File: src/rtl/fifo_pkg.sv
// Shared definitions for the synchronous FIFO, its read-side streamer and their benches.
// Holds the FIFO geometry and a sizing helper for the streamer's skid buffer.
package fifo_pkg;

  localparam int FIFO_DW         = 8;
  localparam int FIFO_DEPTH      = 16;
  localparam int FIFO_RD_LATENCY = 1;

  // Bits needed to hold an occupancy count of 0..depth inclusive.
  function automatic int skid_cnt_w(input int depth);
    return $clog2(depth + 1);
  endfunction

endpackage

File: src/rtl/fifo_skid_buf.sv
// Small circular skid buffer: register array with head/tail pointers and an occupancy count.
// Pointers wrap by explicit compare so any depth >= 2 works, not only powers of two.
module fifo_skid_buf
  import fifo_pkg::*;
#(
  parameter int  DW         = FIFO_DW,
  parameter int  SKID_DEPTH = 3,
  localparam int PTR_W      = (SKID_DEPTH > 1) ? $clog2(SKID_DEPTH) : 1,
  localparam int CNT_W      = skid_cnt_w(SKID_DEPTH)
) (
  input  logic             clk,
  input  logic             rst_n,
  input  logic             push,
  input  logic [DW-1:0]    push_data,
  input  logic             pop,
  output logic [DW-1:0]    head_data,
  output logic [CNT_W-1:0] count
);

  localparam logic [PTR_W-1:0] LAST_PTR = PTR_W'(SKID_DEPTH - 1);
  localparam logic [CNT_W-1:0] FULL_CNT = CNT_W'(SKID_DEPTH);

  logic [DW-1:0]    mem [SKID_DEPTH];
  logic [PTR_W-1:0] head;
  logic [PTR_W-1:0] tail;
  logic             do_pop;

  function automatic logic [PTR_W-1:0] next_ptr(input logic [PTR_W-1:0] p);
    return (p == LAST_PTR) ? '0 : p + PTR_W'(1);
  endfunction

  assign do_pop    = pop && (count != '0);
  assign head_data = mem[head];

  // NOTE: sequential state uses non-blocking assignments so every flop samples pre-edge values.
  always_ff @(posedge clk) begin
    if (!rst_n) begin
      head  <= '0;
      tail  <= '0;
      count <= '0;
    end else begin
      if (push)   tail <= next_ptr(tail);
      if (do_pop) head <= next_ptr(head);
      case ({push, do_pop})
        2'b10:   count <= count + CNT_W'(1);
        2'b01:   count <= count - CNT_W'(1);
        default: count <= count;
      endcase
    end
  end

  // NOTE: the storage array is deliberately not reset; count and pointers alone decide which entries are live.
  always_ff @(posedge clk) begin
    if (push) mem[tail] <= push_data;
  end

  // The read-issue credit rule must never let a word land in a full buffer.
  assert property (@(posedge clk) disable iff (!rst_n) !(push && !do_pop && count == FULL_CNT));

endmodule

File: src/rtl/fifo_read_streamer.sv
// Read-side engine for the synchronous FIFO: issues credit-limited reads and re-presents
// the returned words as a valid/ready stream through a skid buffer.
module fifo_read_streamer
  import fifo_pkg::*;
#(
  parameter int DW         = FIFO_DW,
  parameter int SKID_DEPTH = 3,
  parameter int CNT_W      = 16
) (
  input  logic             clk,
  input  logic             rst_n,
  input  logic             en,
  input  logic             fifo_empty,
  input  logic             fifo_underflow,
  input  logic [DW-1:0]    fifo_rdata,
  output logic             fifo_rd,
  output logic             m_valid,
  input  logic             m_ready,
  output logic [DW-1:0]    m_data,
  output logic [CNT_W-1:0] word_count,
  output logic             err_underflow,
  output logic             idle
);

  localparam int SC_W = skid_cnt_w(SKID_DEPTH);

  logic [SC_W-1:0] skid_cnt;
  logic [SC_W:0]   credit_used;
  logic [DW-1:0]   head_data;
  logic            inflight;
  logic            pop;

  // A read is only issued when the word it returns is guaranteed a free skid slot;
  // m_ready is intentionally absent so there is no combinational ready->rd path.
  assign credit_used = {1'b0, skid_cnt} + {{SC_W{1'b0}}, inflight};
  assign fifo_rd     = en & ~fifo_empty & (credit_used < (SC_W + 1)'(SKID_DEPTH));

  // Gating keeps m_data at zero whenever the (unreset) storage holds no live word.
  assign m_valid = (skid_cnt != '0);
  assign m_data  = m_valid ? head_data : '0;
  assign pop     = m_valid & m_ready;
  assign idle    = ~m_valid & ~inflight;

  fifo_skid_buf #(
    .DW         (DW),
    .SKID_DEPTH (SKID_DEPTH)
  ) u_skid (
    .clk       (clk),
    .rst_n     (rst_n),
    .push      (inflight),
    .push_data (fifo_rdata),
    .pop       (pop),
    .head_data (head_data),
    .count     (skid_cnt)
  );

  always_ff @(posedge clk) begin
    if (!rst_n) begin
      inflight      <= 1'b0;
      word_count    <= '0;
      err_underflow <= 1'b0;
    end else begin
      inflight <= fifo_rd;
      if (pop)            word_count    <= word_count + CNT_W'(1);
      if (fifo_underflow) err_underflow <= 1'b1;
    end
  end

endmodule

File: config.mk
export PLATFORM = sky130hd
export DESIGN_NAME = fifo_read_streamer
export DESIGN_NICKNAME = d
export VERILOG_FILES = /design/src/rtl/fifo_pkg.sv /design/src/rtl/fifo_skid_buf.sv /design/src/rtl/fifo_read_streamer.sv
export SDC_FILE = /design/constraint.sdc
export NUM_CORES = 1
export LEC_CHECK = 0
export ABC_AREA = 1
export BUFFER_PORTS_ARGS = -buffer_cell sky130_fd_sc_hd__buf_2
export CAP_MARGIN = 30
export CORE_ASPECT_RATIO = 1.1
export CORE_MARGIN = 4
export CORE_UTILIZATION = 25
export DETAILED_ROUTE_END_ITERATION = 8
export PLACE_DENSITY = 0.51
export SYNTH_ARGS = -nofsm -noshare
export SYNTH_HDL_FRONTEND = slang
export SYNTH_SLANG_ARGS = --single-unit
File: constraint.sdc
create_clock -name clk -period 4.2 [get_ports clk]
set_clock_uncertainty 0.1 [all_clocks]
set_input_delay 0.63 -clock clk [delete_from_list [all_inputs] [get_ports clk]]
set_output_delay 0.63 -clock clk [all_outputs]
set_load 0.005 [all_outputs]
# Yosys cells after proc, flatten, opt, wreduce, memory -nomap -nowiden
# Memory sizes are Yosys's and may differ from the RTL's. A register that Yosys moved wholly into a read port is not among the register bits.
# Index checks and enable logic that the tools add are counted.
# W data, S select, Z words.
# totals
ff_bits,24
mem_bits_rw,24
in_bits,14
out_inout_bits,28
wordCells,36
mem_count,1
# memory_table
name,words,word_bits,rd,rd_ports_with_merged_regs,write_ports,line,rtl
u_skid.mem,3,8,1,1,1,fifo_skid_buf.sv:23,logic [DW-1:0] mem [SKID_DEPTH];
# op_classes
n_addsub,6
magnitude_cmp,1
eq_ne,4
muxes,8
bitwise_logic,7
reduce_logical,3
# op_table
operator,n
$add A16 B1 Y16 const B,1
$mux W2,4
$mux W8,1
$add A2 B1 Y2 const B,3
$eq A2 B2 Y1 const B,3
$and A1 B1 Y1,4
$pmux W2 S2,1
$reduce_bool A2 Y1,2
$add A2 B1 Y3,1
$lt A3 B2 Y1 const B,1
$not A1 Y1,3
$eq A2 B1 Y1 const B,1
$mux W1,2
$sub A2 B1 Y2 const B,1
$logic_and A1 B1 Y1,1

# Logic depth before layout (Yosys ltp)
# depth
depth_word,5
depth_mapped,8
depth_no_buf,8

# By module
# From an unflattened synthesis, not the netlist that was laid out.
# hier_totals
cells_unflattened,270
hier_area_um2,2306.0
# by_module_without_submodules
mod,n_inst,cells_each,area_per_inst_um2,seq_area_each_um2
fifo_skid_buf,1,107,1229.9,880.8
fifo_read_streamer,1,163,1076.0,360.3

# Worst setup path before layout
# Ideal clock, no wire load.
# synth_path
path_kind,register to output
startpoint,register u_skid.count[0]
endpoint,output fifo_rd
arrival_ps,1074
required_ps,3470
setup_slack_ps,2396
path_stages_with_launch,6
n_path_buf,0
path_cell_list,dfxtp_1 > ha_1 > ha_1 > nand2_1 > inv_1 > nor3_1
# synth_between
elab_chain_len,3
# synth_lines
element,line,rtl
from (decl),fifo_skid_buf.sv:17,output logic [CNT_W-1:0] count
from (signal assigned),fifo_skid_buf.sv:45,2'b10: count <= count + CNT_W'(1);
from (signal assigned),fifo_skid_buf.sv:46,2'b01: count <= count - CNT_W'(1);
from (signal assigned),fifo_skid_buf.sv:47,default: count <= count;
$add A2 B1 Y3,fifo_read_streamer.sv:35,"assign credit_used = {1'b0, skid_cnt} + {{SC_W{1'b0}}, inflight};"
$lt A3 B2 Y1,fifo_read_streamer.sv:36,assign fifo_rd = en & ~fifo_empty & (credit_used < (SC_W + 1)'(SKID_DEPTH));
$and A1 B1 Y1,fifo_read_streamer.sv:36,
to (decl),fifo_read_streamer.sv:16,"output logic fifo_rd,"
# Every way passes these cells.

# Final worst setup path
# Ends and elaborated chain as after synthesis.

==> impl_metrics.py <==
metrics = {
    "outcome": {
        "outcome": "finished, final reports clean",
    },
    "yosys": {
        "yosys_warnings": 0,
        "yosys-top-cells-area": "edfxtp_1, dfxtp_1, inv_1, nand2_1, nor2_1",
        "synth.top_cell.area_share_pct": 32.2,
        "synth_nets": 260,
        "synth_cells": 242,
        "ys_seq_area_share_pct": 55.4,
        "ys_types": 29,
        "synth_common_cells": "inv_1, nand2_1, dfxtp_1, nor2_1, edfxtp_1",
        "ys_async_sr_fraction_pct": 0,
        "syn_area_um2": 2240,
        "ys_ff_latch": 50,
        "avgSynthCellArea_um2": 9.26,
        "synth_ff_type": "dfxtp_1",
        "synth_top_area_cell": "edfxtp_1",
        "synth_edf_count": 24,
        "synth_most_common_cell": "inv_1",
    },
    "final_layout": {
        "nNetsFinal": 307,
        "layout-drive-gt1-share_pct": 25.2,
        "diodes": 0,
        "fillers": 906,
        "seqCellArea_um2": 1240,
        "synthToLayoutAreaGrowth_pct": 19.8,
        "multi_input_area_um2": 818,
        "stdcell_count": 401,
    },
    "clock_tree": {
        "cts_buffer_depth": 2,
        "clk_pin_slew_ns": 0.10,
        "clock_latency_ns": 0.31,
        "postCtsSetupBuffers": 0,
        "ctsResizeCount": 0,
        "htreeDepth": 2,
        "cts-root-buf": "clkbuf_8",
        "clock_sinks": 50,
        "postCtsHoldBufs": 0,
        "numCtsBuffers": 5,
        "cts_tree": "done",
    },
    "critical_path": {
        "critPathBufInv": 2,
        "critPathMaxFanout": 6,
        "end_kind": "output pin",
        "required_ns": 3.47,
        "cp_slowest_cell": "dfxtp_1",
        "cpLargestDelayFamily": "flip-flops",
        "cp_slowest_stage_delay_ns": 0.47,
        "arrival_ns": 1.58,
        "cp-start-kind": "flip-flop",
        "crit_chain": "ha_1 > ha_1 > nand2_1 > inv_1 > nor3_1 > buf_2",
        "critPathKind": "flip-flop to output pin",
        "crit_path_frequent_cell": "ha_1",
    },
    "global_routing": {
        "grt_pass1_vias": 1584,
        "grt_pass1_wl_um": 7620,
        "grt_max_degree": 19,
        "grt_overflow": 0,
        "track_usage_pct": 8.95,
        "antenna_found_initial": 0,
    },
    "floorplanning": {
        "rows": 35,
        "fp.dieW_um": 98.3,
        "initial_core_util_pct": 26.2,
        "die_area_um2": 10500,
        "ios": 42,
        "dieHeight_um": 107,
        "core_area_um2": 8540,
    },
    "detailed_routing": {
        "vias": 1709,
        "first_pass_iters": 4,
        "drt-wirelength-per-cell_um": 11.3,
        "via_per_inst": 4.26,
        "antenna_left": 0,
        "drt_first_iter_violations": 40,
        "drt-total-wl_um": 4550,
        "drc": 0,
    },
    "placed_design": {
        "dp_slack_ns": 2.23,
        "port_buffers": 41,
        "place_hpwl_um": 3400,
        "place.gp.congestion": 0.759,
        "dpl.cell_count": 393,
    },
    "timing": {
        "rsz0062_at_grt": "no",
        "setup_viol": 0,
        "fin_setup_tns_ns": 0,
        "fmax_ghz": 0.433,
        "tightest_slew_ns": 0.507,
        "slew_violations": 0,
        "fin_crit_ns": 2.31,
        "setup_slack_ns": 1.89,
        "min_period_over_period_pct": 55.0,
        "finalHoldViolCount": 0,
        "relSlewSlack_pct": 66.1,
    },
    "power_and_ir_drop": {
        "p_leak_nw": 1.21,
        "vdd_drop_max_mv": 0.161,
        "powerDensity_nw_per_um2": 369,
    },
    "run": {
        "cap_violations": 0,
    },
    "worst_hold_path": {
        "min_path_type": "flip-flop to flip-flop",
    },
}
==> state kept, by name (all words and copies together) (netlist names), named ones only <==
register       flops
u_skid.count       2
err_underflow      1
word_count        16
inflight           1
u_skid.tail        2
u_skid.mem        24
u_skid.head        2
==> power breakdown <==
| group | total (W) | leakage [nW] | internal (W) | switching [W] |
|---|---|---|---|---|
| clock | 0.000297 | 0.0506 | 0.000125 | 0.000172 |
| combinational | 0.000142 | 0.732 | 0.0000624 | 0.0000795 |
| sequential | 0.000552 | 0.428 | 0.000528 | 0.0000239 |
| total | 0.000991 | 1.21 | 0.000715 | 0.000276 |
==> cells by family after synthesis <==
| family | Yosys count | share of synthesized area, % |
|---|---|---|
| adder cells (fa/ha/maj) | 4 | 2.23 |
| AND/OR/NAND/NOR | 93 | 20.9 |
| AO/OA/AOI/OAI | 38 | 8.93 |
| multiplexers | 8 | 4.02 |
| XOR/XNOR | 1 | 0.391 |
| flip-flops | 50 | 55.4 |
| buffers and inverters | 48 | 8.10 |
==> per-layer routing <==
layer / global-route usage, % / vias to the layer above / part of all wire (%)
met2: 13.7 / 35 / 46
met4: 2.63 / 0 / 0.79
met5: 0 / - / 0
met3: 2.72 / 5 / 5.4
li1: - / 886 / -
met1: 12.2 / 783 / 48
==> stage by stage <==
step / total power [W] / hold WS (ns) / util [%] / cell area (um2)
after floorplan: 0.000649 / 0.358 / - / 2240
after global placement: 0.000705 / 0.348 / 30.3 / 2590
after detailed placement: 0.000707 / 0.358 / 30.3 / 2590
after CTS: 0.00101 / 0.380 / 31.4 / 2690
after global routing: 0.00105 / 0.399 / 31.4 / 2690
final: 0.000991 / 0.371 / 31.4 / 2690
==> worst min-delay path: stages, from the launching register on <==
cell and delay (ns):
dfxtp_1 0.33, nor2_1 0.05, nor2_1 0.06
==> path summary, 6_finish.rpt <==
check	start	to	slack [ns]	cells after the start
max	u_skid.count[0]$_SDFFE_PN0P_	fifo_rd	1.89	6
min	err_underflow$_SDFFE_PN0P_	err_underflow$_SDFFE_PN0P_	0.37	2
max reg2reg	u_skid.count[0]$_SDFFE_PN0P_	u_skid.count[1]$_SDFFE_PN0P_	2.31	7
min reg2reg	err_underflow$_SDFFE_PN0P_	err_underflow$_SDFFE_PN0P_	0.37	2
==> final cells by class <==
| class | count | share of cell area (%) |
|---|---|---|
| clock buffers | 5 | 2.56 |
| clock inverters | 3 | 1.07 |
| inverters | 45 | 6.29 |
| multi-input cells | 144 | 30.5 |
| flip-flops and latches | 50 | 46.2 |
| well taps | 111 | 5.17 |
| repair buffers | 43 | 8.20 |
==> cells in the final DEF, fill, tap and decap left out, types with 2 or more instances in the layout <==
| cell | count |
|---|---|
| buf_4 | 2 |
| nand2_1 | 34 |
| nor3_1 | 5 |
| nor3b_1 | 2 |
| nand2_4 | 2 |
| o21ai_0 | 16 |
| edfxtp_1 | 24 |
| ha_1 | 4 |
| clkbuf_8 | 5 |
| nand3_1 | 10 |
| inv_1 | 42 |
| nand4_1 | 3 |
| nor2_2 | 3 |
| buf_2 | 41 |
| nor2_1 | 26 |
| inv_2 | 2 |
| nor2_4 | 3 |
| dfxtp_1 | 26 |
| a21oi_1 | 19 |
| mux2_2 | 8 |
Note: power is estimated with default switching activity, not from simulation.
